File: src/rtl/branch_resolve_queue.sv
// branch_resolve_queue: tracks predicted branches from fetch to resolution, redirects on mispredict, paces predictor updates
// Ports: enq_* record a predicted branch (enq_ready_o = not full); res_* resolve the oldest unresolved branch;
// upd_* drive the predictor update (never on adjacent cycles); redirect_* pulse the correct pc on mispredict;
// count_o is the registered occupancy; err_o is sticky on a resolve with nothing to resolve.
module branch_resolve_queue #(
  parameter int DEPTH_LOG2 = 2,
  parameter int INDEX_WIDTH = 9
) (
  input  logic                   clk,
  input  logic                   rst,
  input  logic                   enq_valid_i,
  output logic                   enq_ready_o,
  input  logic [31:0]            enq_pc_i,
  input  logic                   enq_pred_taken_i,
  input  logic [31:0]            enq_pred_target_i,
  input  logic [INDEX_WIDTH-1:0] enq_index_i,
  input  logic                   res_valid_i,
  input  logic                   res_taken_i,
  input  logic [31:0]            res_target_i,
  output logic                   upd_valid_o,
  output logic                   upd_taken_o,
  output logic [INDEX_WIDTH-1:0] upd_index_o,
  output logic                   redirect_valid_o,
  output logic [31:0]            redirect_pc_o,
  output logic [DEPTH_LOG2:0]    count_o,
  output logic                   err_o
);
  localparam int D = 1 << DEPTH_LOG2;
  typedef logic [DEPTH_LOG2-1:0] ptr_t;
  logic [31:0] pc_q [D];
  logic [31:0] tgt_q [D];
  logic [INDEX_WIDTH-1:0] idx_q [D];
  logic [D-1:0] pt_q, tk_q, res_q, vld_q, vld_d;
  ptr_t head_q, rp_q, tail_q;
  logic [DEPTH_LOG2:0] count_d;
  logic enq, rsv, mis, pop;
  // Per-entry valid bits let a full queue (tail == head) still be told apart from an empty one.
  // Resolved entries form a prefix from head, so on a squash every valid unresolved entry
  // other than the one being resolved is younger and gets dropped.
  always_comb begin
    enq_ready_o = count_o != (DEPTH_LOG2+1)'(D);
    rsv = res_valid_i & vld_q[rp_q] & ~res_q[rp_q];
    mis = rsv & ((res_taken_i != pt_q[rp_q]) | (res_taken_i & (res_target_i != tgt_q[rp_q])));
    enq = enq_valid_i & enq_ready_o & ~mis;
    pop = vld_q[head_q] & res_q[head_q] & ~upd_valid_o;
    vld_d = mis ? vld_q & (res_q | (D'(1) << rp_q)) : vld_q;
    if (pop) vld_d[head_q] = 1'b0;
    if (enq) vld_d[tail_q] = 1'b1;
    count_d = '0;
    for (int i = 0; i < D; i++) count_d = count_d + (DEPTH_LOG2+1)'(vld_d[i]);
  end
  always_ff @(posedge clk) begin
    if (rst) begin
      head_q <= '0;
      rp_q <= '0;
      tail_q <= '0;
      vld_q <= '0;
      count_o <= '0;
      upd_valid_o <= 1'b0;
      upd_taken_o <= 1'b0;
      upd_index_o <= '0;
      redirect_valid_o <= 1'b0;
      redirect_pc_o <= '0;
      err_o <= 1'b0;
    end else begin
      vld_q <= vld_d;
      count_o <= count_d;
      upd_valid_o <= pop;
      redirect_valid_o <= mis;
      err_o <= err_o | (res_valid_i & ~rsv);
      if (enq) begin
        pc_q[tail_q] <= enq_pc_i;
        pt_q[tail_q] <= enq_pred_taken_i;
        tgt_q[tail_q] <= enq_pred_target_i;
        idx_q[tail_q] <= enq_index_i;
        res_q[tail_q] <= 1'b0;
        tail_q <= tail_q + ptr_t'(1);
      end
      if (rsv) begin
        res_q[rp_q] <= 1'b1;
        tk_q[rp_q] <= res_taken_i;
        rp_q <= rp_q + ptr_t'(1);
      end
      if (mis) begin
        tail_q <= rp_q + ptr_t'(1);
        redirect_pc_o <= res_taken_i ? res_target_i : pc_q[rp_q] + 32'd4;
      end
      if (pop) begin
        upd_index_o <= idx_q[head_q];
        upd_taken_o <= tk_q[head_q];
        head_q <= head_q + ptr_t'(1);
      end
    end
  end
endmodule

File: config.mk
export PLATFORM = sky130hd
export DESIGN_NAME = branch_resolve_queue
export DESIGN_NICKNAME = d
export VERILOG_FILES = /design/src/rtl/branch_resolve_queue.sv
export SDC_FILE = /design/constraint.sdc
export NUM_CORES = 1
export LEC_CHECK = 0
export CAP_MARGIN = 20
export CORE_MARGIN = 2
export CORE_UTILIZATION = 46
export CTS_BUF_LIST = sky130_fd_sc_hd__clkbuf_8
export DETAILED_ROUTE_END_ITERATION = 6
export GPL_ROUTABILITY_DRIVEN = 0
export PLACE_DENSITY = 0.67
export SKIP_CTS_REPAIR_TIMING = 1
export SLEW_MARGIN = 20
export SYNTH_ARGS = -nofsm -noshare
export SYNTH_HDL_FRONTEND = slang
export SYNTH_SLANG_ARGS = --single-unit
File: constraint.sdc
create_clock -name clk -period 21.9 [get_ports clk]
set_clock_uncertainty 0.2 [all_clocks]
set_input_delay 4.38 -clock clk [delete_from_list [all_inputs] [get_ports clk]]
set_output_delay 4.38 -clock clk [all_outputs]
set_load 0.05 [all_outputs]
## After elaboration in Yosys (flattened, before gate mapping)

Memory sizes are Yosys's and may differ from the RTL's. A register that Yosys moved wholly into a read port is not among the register bits.
Cells that the tools add are included.

| word-level totals | value |
|---|---|
| output and inout port bits | 49 |
| RAM bits | 292 |
| flip-flop bits (word level) | 61 |
| memories | 3 |
| bits of input ports | 111 |
| logic and storage cells | 99 |

Memories:

| memory | depth | width | rd ports | clocked after memory_dff | wr ports | line | text |
|---|---|---|---|---|---|---|---|
| pc_q | 4 | 32 | 1 | 1 | 1 | 30 | `logic [31:0] pc_q [D];` |
| tgt_q | 4 | 32 | 1 | 1 | 1 | 31 | `logic [31:0] tgt_q [D];` |
| idx_q | 4 | 9 | 1 | 1 | 1 | 32 | `logic [INDEX_WIDTH-1:0] idx_q [D];` |

| cells by class | value |
|---|---|
| add/subtract/negate cells | 7 |
| shifts and indexed selects | 1 |
| equal/unequal tests | 3 |
| reductions and logical operators | 6 |
| $lt $le $gt $ge | 6 |
| muxes and demuxes | 36 |
| bitwise gates (word level) | 24 |

Operator list:

| operator | number |
|---|---|
| $add A32 B3 Y32 const B | 1 |
| $mux W32 | 1 |
| $ne A32 B32 Y1 | 1 |
| $mux W4 | 6 |
| $and A4 B4 Y4 | 3 |
| $bmux W1 S2 | 6 |
| $mux W1 | 12 |
| $mux W2 | 6 |
| $or A4 B4 Y4 | 3 |
| $and A1 B1 Y1 | 9 |
| $lt A2 B3 Y1 const B | 3 |
| $bwmux W4 | 2 |
| $not A4 Y4 | 2 |
| $add A2 B1 Y2 const B | 3 |
| $demux W1 S2 | 3 |
| $ge A2 B1 Y1 const B | 3 |
| $not A1 Y1 | 5 |
| $reduce_and A2 Y1 | 2 |
| $shl A1 B2 Y4 const A | 1 |
| $add A2 B1 Y3 | 1 |
| $add A3 B1 Y3 | 1 |
| $logic_and A1 B1 Y1 | 3 |
| $ne A3 B3 Y1 const B | 1 |
| $add A1 B1 Y2 | 1 |
| 3 further kinds | 4 |

## Depth between registers and ports, before layout

| logic depth | value |
|---|---|
| depth after elaboration | 13 |
| depth in mapped cells | 17 |
| gate-level depth less buffers | 12 |

## Worst setup path after synthesis

No wires, ideal clock.

| timing | value |
|---|---|
| path kind | input-to-reg |
| start point | input res_target_i[27] |
| end point | memory idx_q[0][0], enable pin |
| buffers on the path | 1 |
| arrival time | 11,275 ps |
| library setup time | 613 ps |
| stages | 9 |
| path slack | 9,813 ps |
| required time | 21,087 ps |
| cells stage by stage | inv_1 > a222oi_1 > a22o_1 > o211ai_1 > or4_4 > o21ai_2 > buf_4 > nand2_1 > nor3b_1 |

| between the ends | value |
|---|---|
| word-level cells in the longest chain between the ends | 9 |

Ends and longest elaborated chain:

| element | line | text |
|---|---|---|
| start, declared | 19 | `input logic [31:0] res_target_i,` |
| $ne A32 B32 Y1 | 43 | `mis = rsv & ((res_taken_i != pt_q[rp_q]) \| (res_taken_i & (res_target_i != tgt_q[rp_q])));` |
| $and A1 B1 Y1 | 43 |  |
| $or A1 B1 Y1 | 43 |  |
| $and A1 B1 Y1 | 43 |  |
| $not A1 Y1 | 44 | `enq = enq_valid_i & enq_ready_o & ~mis;` |
| $and A1 B1 Y1 | 44 |  |
| $mux W1 | 71 | `if (enq) begin` |
| $mux W1 | 53 | `if (rst) begin` |
| $mux W1 (not written as such) | 75 | `idx_q[tail_q] <= enq_index_i;` |
| end, declared | 32 |  |

No other way between the ends.

## Worst setup path after layout

| timing | value |
|---|---|
| start point | input res_target_i[21] |
| end point | memory pc_q[3][28], enable pin |

| between the ends | value |
|---|---|
| word-level cells in the longest chain between the ends | 9 |

Ends and longest elaborated chain:

| element | line | text |
|---|---|---|
| $ne A32 B32 Y1 | 43 |  |
| $and A1 B1 Y1 | 43 |  |
| $or A1 B1 Y1 | 43 |  |
| $and A1 B1 Y1 | 43 |  |
| $not A1 Y1 | 44 |  |
| $and A1 B1 Y1 | 44 |  |
| $mux W1 | 71 |  |
| $mux W1 | 53 |  |
| $mux W1 (not written as such) | 72 | `pc_q[tail_q] <= enq_pc_i;` |
| end, declared | 30 |  |

No other way between the ends.

==> qor.log <==
[yosys] xor and xnor fraction of the mapped netlist area 3.12%
[setup_path] critical path startpoint category input pin
[yosys] Seq/Total Area, Yosys 68.1%
[yosys] number of nets produced by synthesis 1048
[global_route] combined global-route utilization of all metal layers 20.1%
[setup_path] endpoint of the worst-slack reg-to-reg timing path pc_q[3][28]
[placed_design] post-DP HPWL 22.4 mm
[yosys] area fraction in and, or, nand and nor cells after synthesis 6.35%
[pwr] worst vdd ir 0.0559 mV
[layout] most common cell after layout, fill and taps aside sky130_fd_sc_hd__edfxtp_1
[pwr] PwrDens 89.5 nW/um2
[setup_path] arrival time worst endpoint 8930 ps
[timing] Slew Limit Fails 0
[min_path] Min-Delay Endpoint err_o
[route] length of the first detailed-routing pass in iterations 5
[timing] crit path time final 8930 ps
[layout] multi-input gate area in the final layout 4470 um2
[timing] endpoints failing hold 0
[min_path] path type of the worst min-delay path flop to flop
[pwr] net load switching power 421 uW
[clock_tree] TritonCTS clock tree done
[setup_path] path depth of the worst reg2reg path 10
[floorplan] I/O pin count 160
[timing] RSZ-0062 raised after global routing false
[yosys] share of async-settable or async-resettable flops after synthesis 0%
[floorplan] floorplan row count 66
[placed_design] placed inst area 17100 um2
[min_path] hold path depth 2
[yosys] dominant cells by area after synthesis sky130_fd_sc_hd__edfxtp_1 60%, sky130_fd_sc_hd__dfxtp_1 7.9%, sky130_fd_sc_hd__mux4_2 7.6%
[yosys] Main synth FF type sky130_fd_sc_hd__edfxtp_1
[yosys] Avg Inst Size Synth 16.5 um2
[yosys] yosys synthesis warning count 0
[route] vias 8673
[yosys] proportion of netlist area held by the largest area contributor 60.2%
[timing] Max Clk Rate 112 MHz
[yosys] synthesized instance count 921
[route] wire length on met1 14.7 mm
[clock_tree] clock latency on the worst-skew pair 610 ps
[setup_path] CP required 21900 ps
[layout] fillers 2629
[yosys] number of enable-type register cells in the synthesized netlist 304
[layout] area overhead of the layout relative to synthesis 20.8%
[layout] fin nets 1235
[route] count of antenna-violating nets left after detailed routing 0
[clock_tree] maximum count of clock buffers along a single path 3
[route] DRC 0
[global_route] antenna violations before repair 1
[run] max-capacitance violation count 0
[clock_tree] number of buffers created by CTS 59
[floorplan] Floorplan Core Area 32500 um2
[timing] transition time at the pin with the least slew margin 1050 ps
[setup_path] Setup CP Type input pin to flop
[layout] commonest cells after routing, fill and taps aside 304 x sky130_fd_sc_hd__edfxtp_1, 157 x sky130_fd_sc_hd__clkdlybuf4s50_1, 67 x sky130_fd_sc_hd__clkbuf_8
[yosys] post-synth cell types 68
[route] Top Layer Used met5
[placed_design] Port Buf Inserts 159
[pwr] leakage power 0.00617 uW
[layout] post-route standard cell area excluding fillers 18300 um2
[route] Post-Route WL 34.2 mm
[yosys] area of the mapped netlist 15200 um2
[timing] fin crit share 40.8%
[setup_path] Crit. End Element flop
[floorplan] starting density of the core 46.6%
[global_route] vias in the first global route 8641
[timing] headroom to the max-slew limit 30.3%
[route] detailed-routed wire length on met2 16.4 mm
[global_route] global-route wire length before repair 51.4 mm
[timing] Setup TNS 0 ps
[clock_tree] number of sinks handled by clock tree synthesis 364
[clock_tree] cell at the root of the clock tree sky130_fd_sc_hd__clkbuf_8
[pwr] part of the total power dissipated in the clock network 36.1%
[setup_path] worst-case register-to-register setup slack 15420 ps
[floorplan] overall die width 186 um
[pwr] Pint 1220 uW
[setup_path] maximum fanout count along the critical path 65
[yosys] share of cell area taken by muxes after synthesis 14.1%
[pwr] part of the power in combinational logic 14.7%
[route] post-detailed-route via-to-cell ratio 5.41
[timing] Finish-stage setup viols 0
[route] length of routed met3 wiring 2.45 mm
[floorplan] vertical die dimension 186 um
[route] post-DR wirelength/cell 21.4 um
[floorplan] die outline area 34400 um2
[yosys] number of flip-flops and latches in the synthesized netlist 364
[pwr] portion of total power attributed to sequential cells 49.2%
[clock_tree] Clock H-tree levels 2
[yosys] fraction of the mapped netlist area in compound gates 4.32%
[min_path] worst hold start err_o
[yosys] largest family of logic cells by synthesized area multiplexers
[layout] flip-flop and latch area 10300 um2
[yosys] Post-Synth Adder-Cell Area 1.37%
[clock_tree] clock-pin slew of the registers on the worst-case setup and hold paths 60 ps
[pwr] switch share 25.6%
[layout] fraction of layout cells with a size suffix above 1 15.0%
[yosys] most area-hungry cell type in the Yosys netlist sky130_fd_sc_hd__edfxtp_1
[layout] final core utilization 56.3%
[route] starting DRC count in detailed routing 930
[outcome] result of the run finished, final reports clean
[global_route] total congestion overflow after global routing 0
[global_route] largest net degree at the start of global routing 66
[per-stage QoR]
stage	setup WS, ps	std cells	total power [uW]	hold slack [ps]
after global routing	12690	1601	1700	302
after detailed placement	12360	1489	1060	256
final	12970	1602	1640	271
after floorplan	9810	921	983	332
after global placement	12430	1489	1060	254
after CTS	12990	1601	1660	273
[worst max-delay path, stage by stage]
cell,delay [ps]
sky130_fd_sc_hd__clkdlybuf4s50_1,550
sky130_fd_sc_hd__inv_1,110
sky130_fd_sc_hd__a221oi_1,260
sky130_fd_sc_hd__o21ai_0,140
sky130_fd_sc_hd__nor4_1,320
sky130_fd_sc_hd__nand4b_1,280
sky130_fd_sc_hd__o21ai_4,210
sky130_fd_sc_hd__buf_4,610
sky130_fd_sc_hd__nand2_1,300
sky130_fd_sc_hd__nor3b_2,760
sky130_fd_sc_hd__buf_4,920
[layout make-up]
| cell class | count | share of cell area (%) |
|---|---|---|
| diodes | 1 | 0.0137 |
| clock buffers | 67 | 5.03 |
| clock inverters | 45 | 1.65 |
| inverters | 21 | 0.430 |
| multi-input cells | 493 | 24.4 |
| flip-flops and latches | 364 | 56.4 |
| well taps | 442 | 3.02 |
| repair buffers | 169 | 9.04 |
[kinds of logic (layout without fill, tap and decap cells)]
group / after synthesis / after routing
AND/OR/NAND/NOR: 192 / 192
buffers and inverters: 64 / 302
XOR/XNOR: 54 / 54
other: 0 / 1
adder cells (fa/ha/maj): 16 / 16
AO/OA/AOI/OAI: 97 / 97
multiplexers: 134 / 134
flip-flops: 364 / 364
[power groups by stage]
stage	registers, uW	logic [uW]	clock network [uW]
2_1_floorplan	837	147	0
3_3_place_gp	821	240	0
3_5_place_dp	822	242	0
4_1_cts	808	243	606
5_1_grt	811	258	634
6_report	807	241	592
[per-layer routing]
metal,global-route usage [%],vias up
met5,0,-
met4,5.51,2
met3,3.48,47
met2,32.6,338
met1,28.3,4316
li1,-,3970
[cell usage after synthesis (all sizes together) (2+ instances only)]
library cell,n
xnor2,40
mux2i,66
nand3b,3
o211ai,4
nand2,51
mux4,60
o2bb2ai,3
o21a,3
xor2,14
nor4,2
a32oi,5
buf,26
a211oi,5
nor4b,3
ha,15
a221oi,6
and4,2
nand3,18
o21ai,35
and3,7
nor2,62
nor3,17
or2,2
mux2,8
nand4,7
nor3b,5
dfxtp,60
o22ai,6
a31o,4
a22o,7
inv,20
edfxtp,304
a21oi,11
nor2b,5
and2,3
nand2b,2
clkbuf,17
[sequential cells by signal (all words and copies together) (netlist names), named ones only]
register and flops:
count_o 3, err_o 1, head_q 2, idx_q 36, pc_q 128, pt_q 4, redirect_pc_o 32, redirect_valid_o 1
res_q 4, rp_q 2, tail_q 2, tgt_q 128, tk_q 4, upd_index_o 9, upd_taken_o 1, upd_valid_o 1
vld_q 4
[how the worst max path moves through the flow]
stage	to	slack (ps)	from
detailed placement	pc_q[2][8]	12360	res_target_i[21]
CTS	pc_q[3][26]	12990	res_target_i[21]
global placement	pc_q[1][10]	12430	res_target_i[5]
finish	pc_q[3][28]	12970	res_target_i[21]
floorplan	idx_q[0][0]	9810	res_target_i[27]
global route	pc_q[3][26]	12690	res_target_i[21]
No activity file was read; power rests on OpenSTA's default activity.
